[src/rtl/ov7670_pkg.sv]
// rtl/ov7670_pkg.sv - shared types and constants for the OV7670 SCCB configuration sequencer
package ov7670_pkg;

   localparam logic [7:0] OV7670_WR_ID   = 8'h42;
   localparam logic [7:0] CFG_DELAY_MARK = 8'hFF;

   typedef enum logic [2:0] {
      ST_IDLE,
      ST_FETCH,
      ST_SEND,
      ST_WAIT,
      ST_GAP,
      ST_DELAY,
      ST_DONE,
      ST_ERR
   } cfg_state_t;

   typedef struct packed {
      logic [7:0] addr;
      logic [7:0] val;
   } cfg_entry_t;

endpackage

[src/rtl/ov7670_reg_rom.sv]
// rtl/ov7670_reg_rom.sv - OV7670 register table as a combinational case ROM
module ov7670_reg_rom
   import ov7670_pkg::*;
(
   input  logic [7:0] idx,
   output cfg_entry_t entry
);

   // Table lookup; anything past the table reads as a delay marker so a
   // misconfigured entry count stalls harmlessly instead of writing junk.
   always_comb begin
      entry = '{addr: CFG_DELAY_MARK, val: 8'h00};
      case (idx)
         8'd0:    entry = '{addr: 8'h12, val: 8'h80};        // COM7 soft reset
         8'd1:    entry = '{addr: CFG_DELAY_MARK, val: 8'h00}; // settle after reset
         8'd2:    entry = '{addr: 8'h12, val: 8'h04};        // COM7 RGB output
         8'd3:    entry = '{addr: 8'h40, val: 8'hD0};        // COM15 RGB565 full range
         default: ;
      endcase
   end

endmodule

[src/rtl/sccb_cfg_seq.sv]
// rtl/sccb_cfg_seq.sv - walks the OV7670 register table and feeds 3-byte writes to the sccb master
module sccb_cfg_seq
   import ov7670_pkg::*;
#(
   parameter int NUM_ENTRIES    = 4,
   parameter int GAP_CYCLES     = 100,
   parameter int DELAY_CYCLES   = 100000,
   parameter int TIMEOUT_CYCLES = 4096
) (
   input  logic       clock,
   input  logic       reset,
   input  logic       init_go,
   input  logic       byte_done,
   output logic       sccb_start,
   output logic [7:0] sccb_data,
   output logic       sccb_last,
   output logic       busy,
   output logic       cfg_done,
   output logic       cfg_err,
   output logic [7:0] entry_idx
);

   localparam int TW = $clog2(TIMEOUT_CYCLES) + 1;
   localparam logic [TW-1:0] TO_LAST    = TW'(TIMEOUT_CYCLES - 1);
   localparam logic [TW-1:0] TO_MAX     = '1;
   localparam logic [19:0]   GAP_LOAD   = 20'(GAP_CYCLES - 1);
   localparam logic [19:0]   DELAY_LOAD = 20'(DELAY_CYCLES - 1);
   localparam logic [7:0]    IDX_LAST   = 8'(NUM_ENTRIES - 1);

   cfg_state_t    state, state_d;
   logic [7:0]    idx, idx_d;
   logic [1:0]    ph, ph_d;
   logic [19:0]   cnt, cnt_d;
   logic [TW-1:0] tcnt, tcnt_d;
   cfg_entry_t    entry_q, entry_d;
   cfg_entry_t    rom_entry;
   logic [7:0]    data_q, data_d;
   logic          last_q, last_d;

   ov7670_reg_rom u_rom (
      .idx   (idx),
      .entry (rom_entry)
   );

   // State register.
   always_ff @(posedge clock or negedge reset) begin
      if (!reset) state <= ST_IDLE;
      else        state <= state_d;
   end

   // Index, phase, counters, latched entry and the byte presented to sccb.
   always_ff @(posedge clock or negedge reset) begin
      if (!reset) begin
         idx     <= '0;
         ph      <= '0;
         cnt     <= '0;
         tcnt    <= '0;
         entry_q <= '0;
         data_q  <= '0;
         last_q  <= 1'b0;
      end else begin
         idx     <= idx_d;
         ph      <= ph_d;
         cnt     <= cnt_d;
         tcnt    <= tcnt_d;
         entry_q <= entry_d;
         data_q  <= data_d;
         last_q  <= last_d;
      end
   end

   // Next-state and output decode; sccb_data/sccb_last are loaded on the
   // transition into SEND so they are valid for the whole start..done window.
   always_comb begin
      state_d    = state;
      idx_d      = idx;
      ph_d       = ph;
      cnt_d      = cnt;
      tcnt_d     = tcnt;
      entry_d    = entry_q;
      data_d     = data_q;
      last_d     = last_q;
      sccb_start = 1'b0;
      busy       = 1'b1;
      cfg_done   = 1'b0;
      cfg_err    = 1'b0;

      case (state)
         ST_IDLE: begin
            busy = 1'b0;
            if (init_go) begin
               idx_d   = '0;
               ph_d    = '0;
               state_d = ST_FETCH;
            end
         end

         ST_FETCH: begin
            entry_d = rom_entry;
            if (rom_entry.addr == CFG_DELAY_MARK) begin
               cnt_d   = DELAY_LOAD;
               state_d = ST_DELAY;
            end else begin
               data_d  = OV7670_WR_ID;
               last_d  = 1'b0;
               state_d = ST_SEND;
            end
         end

         ST_SEND: begin
            sccb_start = 1'b1;
            tcnt_d     = '0;
            state_d    = ST_WAIT;
         end

         ST_WAIT: begin
            if (tcnt != TO_MAX) tcnt_d = tcnt + TW'(1);
            // A done arriving on the final timeout cycle still counts.
            if (byte_done) begin
               if (ph != 2'd2) begin
                  ph_d    = ph + 2'd1;
                  data_d  = (ph == 2'd0) ? entry_q.addr : entry_q.val;
                  last_d  = (ph == 2'd1);
                  state_d = ST_SEND;
               end else begin
                  ph_d    = '0;
                  cnt_d   = GAP_LOAD;
                  state_d = ST_GAP;
               end
            end else if (tcnt >= TO_LAST) begin
               state_d = ST_ERR;
            end
         end

         // The wait ends as the counter reaches zero; with the following
         // FETCH this yields the full gap/delay length before the next start.
         ST_GAP, ST_DELAY: begin
            if (cnt <= 20'd1) begin
               cnt_d = '0;
               if (idx != 8'hFF) idx_d = idx + 8'd1;
               state_d = (idx >= IDX_LAST) ? ST_DONE : ST_FETCH;
            end else begin
               cnt_d = cnt - 20'd1;
            end
         end

         ST_DONE: begin
            busy     = 1'b0;
            cfg_done = 1'b1;
         end

         ST_ERR: begin
            busy    = 1'b0;
            cfg_err = 1'b1;
         end

         default: state_d = ST_IDLE;
      endcase
   end

   assign sccb_data = data_q;
   assign sccb_last = last_q;
   assign entry_idx = idx;

endmodule

[config.mk]
export PLATFORM = sky130hd
export DESIGN_NAME = sccb_cfg_seq
export DESIGN_NICKNAME = d
export VERILOG_FILES = /design/src/rtl/ov7670_pkg.sv /design/src/rtl/ov7670_reg_rom.sv /design/src/rtl/sccb_cfg_seq.sv
export SDC_FILE = /design/constraint.sdc
export NUM_CORES = 1
export LEC_CHECK = 0
export BUFFER_PORTS_ARGS = -buffer_cell sky130_fd_sc_hd__buf_2
export CAP_MARGIN = 5
export CORE_MARGIN = 1
export CORE_UTILIZATION = 35
export CTS_BUF_LIST = sky130_fd_sc_hd__clkbuf_4 sky130_fd_sc_hd__clkbuf_8
export CTS_CLUSTER_DIAMETER = 40
export DETAILED_ROUTE_END_ITERATION = 10
export GPL_TIMING_DRIVEN = 0
export SYNTH_ARGS = -nofsm -noshare
export SYNTH_HDL_FRONTEND = slang
export SYNTH_HIERARCHICAL = 1
export SYNTH_SLANG_ARGS = --single-unit
[constraint.sdc]
create_clock -name clock -period 2.7 [get_ports clock]
set_input_delay 0.54 -clock clock [delete_from_list [all_inputs] [get_ports clock]]
set_output_delay 0.54 -clock clock [all_outputs]
set_load 0.005 [all_outputs]
==> run summary <==
Worst EP required: 2940 ps
Die ar.: 11600 um2
cell type with the highest aggregate area in the netlist: dfrtp_1
Yosys top cell area share: 45.3%
maximum clock rate: 0.391 GHz
CTS tree: yes
ANT cells: 0
Synth async-reset ratio: 100%
max_cap viols: 0
Synth Cell Area: 3930 um2
critical path class: flip-flop to flip-flop
FF+latch count, synth: 71
Die Wd: 108 um
Synth area leaders: dfrtp_1 45%, mux2_2 6.9%, a21oi_1 3.7%
Synth Flop Type: dfrtp_1
nature of the critical path endpoint: flip-flop
first-pass GRT wire length: 15600 um
worst-path maximum fanout: 10
maximum root-to-sink buffer count: 2
largest net degree at the start of global routing: 58
run status: completed
Clock Sinks: 71
FF-to-FF path depth: 8
Final Setup Violations: 0
H-tree levels: 3
cts bufs inserted: 9
Pre-antenna DRT Iters: 4
routing usage on met3: 4.00%
# IOs: 25
Die Y: 108 um
1st-iter DRT viols: 228
Max transition margin: 19.0%
HP Class: input pin to async pin
DRC Markers: 0
Ys Warns: 6
clock transition at the registers of the reported paths: 80 ps
skew final: 15.0 ps
Worst Path Arrival: 2790 ps
Cell Pwr Density: 1060 nW/um2
via count: 3319
CP startpoint kind: flip-flop
GR Layer Usage met2: 25.1%
worst skew pair latency: 360 ps
Synth Instances: 419
Initial Util: 36.1%
Placer Congestion: 0.795
RSZ-0062 raised after global routing: no
fin area: 4590 um2
Total GRT Usage: 17.1%
Worst IR Drop VDD: 0.403 mV
detailed placer's ending HPWL: 6430 um
fin util: 42.2%
post-route clock period utilization: 94.7%
proportion of layout cells with a drive suffix above 1: 22.9%
Synth Area per Inst: 9.37 um2
initial antenna violation count: 0
gr busiest metal: met2
Via density: 5.46
Slew Limit Fails: 0
Site Rows: 38
Core ar.: 10900 um2
Avg WL per Cell: 15.3 um
sequential fraction of the synthesis area: 45.3%
routed wire length: 9320 um
EDFF count, synth: 0
number of global-route vias before repair: 3033
Netlist cell types: 57
PortBufs: 24
Area Overhead vs Synth: 16.9%
Leakage: 0.00200 uW
placed instance area: 4260 um2
post-route ant nets: 0
fin crit period: 2560 ps
Root Buffer: clkbuf_8
Nets: 471
actual slew at the worst max-slew pin: 1200 ps
WHS: 31.7 ps
final hold viol count: 0
met1 GRT Util: 24.7%
Remaining Overflow, GRT: 0
state kept, by name, indices dropped and copies added (netlist names):
register,flops
cnt,20
entry_idx,8
entry_q,16
ph,2
sccb_data,8
sccb_last,1
state,3
tcnt,13
path summary, 6_finish.rpt:
kind,startpoint,endpoint,slack (ps)
worst max-delay path,entry_idx[5]$_DFFE_PN0P_,sccb_data[7]$_DFFE_PN0P_,140
worst min-delay path,reset,sccb_data[1]$_DFFE_PN0P_,30
worst max register to register,entry_idx[5]$_DFFE_PN0P_,sccb_data[7]$_DFFE_PN0P_,140
worst min register to register,cnt[14]$_DFFE_PN0P_,cnt[14]$_DFFE_PN0P_,480
max in group asynchronous,reset,entry_idx[5]$_DFFE_PN0P_,2090
min in group clock,cnt[14]$_DFFE_PN0P_,cnt[14]$_DFFE_PN0P_,480
cell families after synthesis:
family / count (synthesis) / share of synthesized area (%)
DFF: 71 / 45.3
other: 1 / 0.0955
xor gates and xnor gates: 9 / 2.01
adders and majority gates: 4 / 1.27
muxes: 26 / 7.39
and+or+nand+nor: 174 / 24.1
AOI/OAI and AO/OA: 92 / 14.9
buffers and inverters: 42 / 5.04
Yosys cell counts, types with 4 or more instances:
library cell / number
ha_1: 4
nand2_1: 37
xnor2_1: 7
nand3_1: 20
a31oi_1: 14
nand4_1: 12
clkbuf_1: 13
inv_1: 15
o21ai_0: 19
mux2_2: 24
a21oi_1: 29
nor2_1: 34
nor3_1: 17
nand2b_1: 7
dfrtp_1: 71
or4_1: 5
buf_4: 10
or3_1: 5
nor4_1: 13
final cells by class:
cell class	count	area, um2
Sequential cell	71	1780
Inverter	15	56.3
Multi-Input combinational cell	309	2020
Fill cell	1064	6300
Buffer	27	150
Clock inverter	6	92.6
Clock buffer	10	131
Timing Repair Buffer	30	188
Tap cell	140	175
power breakdown:
part / internal [uW] / switching, uW / leakage [uW]
Combinational: 876 / 1260 / 0.00101
Sequential: 1390 / 375 / 0.000882
Clock: 535 / 433 / 0.000107
Total: 2800 / 2070 / 0.00200
per-layer routing:
| layer | share of wire, % | vias to the layer above |
|---|---|---|
| li1 | - | 1625 |
| met1 | 50 | 1624 |
| met2 | 45 | 62 |
| met3 | 3.6 | 8 |
| met4 | 0.96 | 0 |
| met5 | 0 | - |
stage by stage:
| stage | total power (uW) | setup TNS (ps) | setup WS [ps] | std cells |
|---|---|---|---|---|
| floorplan | 3180 | 0 | 163 | 422 |
| global placement | 3750 | -2790 | -417 | 586 |
| detailed placement | 3810 | -3120 | -453 | 587 |
| CTS | 4810 | 0 | 13.3 | 604 |
| global route | 5250 | 0 | 15.1 | 608 |
| finish | 4870 | 0 | 144 | 608 |
layout by cell type (no fill, tap or decap), types with 3 or more instances in the layout:
cell      count
a211oi_1      3
a21oi_1      29
a31oi_1      13
a41oi_1       3
and3_1        3
buf_2        25
buf_4        17
clkbuf_1      8
clkbuf_2      4
clkbuf_8      9
conb_1        4
dfrtp_1      69
ha_1          4
inv_1        15
mux2_2       24
nand2_1      37
nand2b_1      7
nand3_1      19
nand3b_1      3
nand4_1      12
nor2_1       34
nor3_1       14
nor4_1       12
nor4_4        3
o21ai_0      18
o311ai_0      3
or3_1         5
or4_1         5
xnor2_1       7
critical path, stage by stage (launching register included):
cell,delay (ps)
dfrtp_2,480
nor4_4,390
nand4_1,250
buf_4,210
nand4_1,150
nor3_4,110
nor3_2,280
buf_4,230
mux2_2,340
repair_timing:
item / 4_1_cts / 5_1_grt
resized for setup: 6 / 16
pin swaps: 1 / 4
hold buffers: 0 / 0
endpoints found under the setup margin: 15 / 34
setup buffers: 1 / 4
No activity file was read; power rests on OpenSTA's default activity.
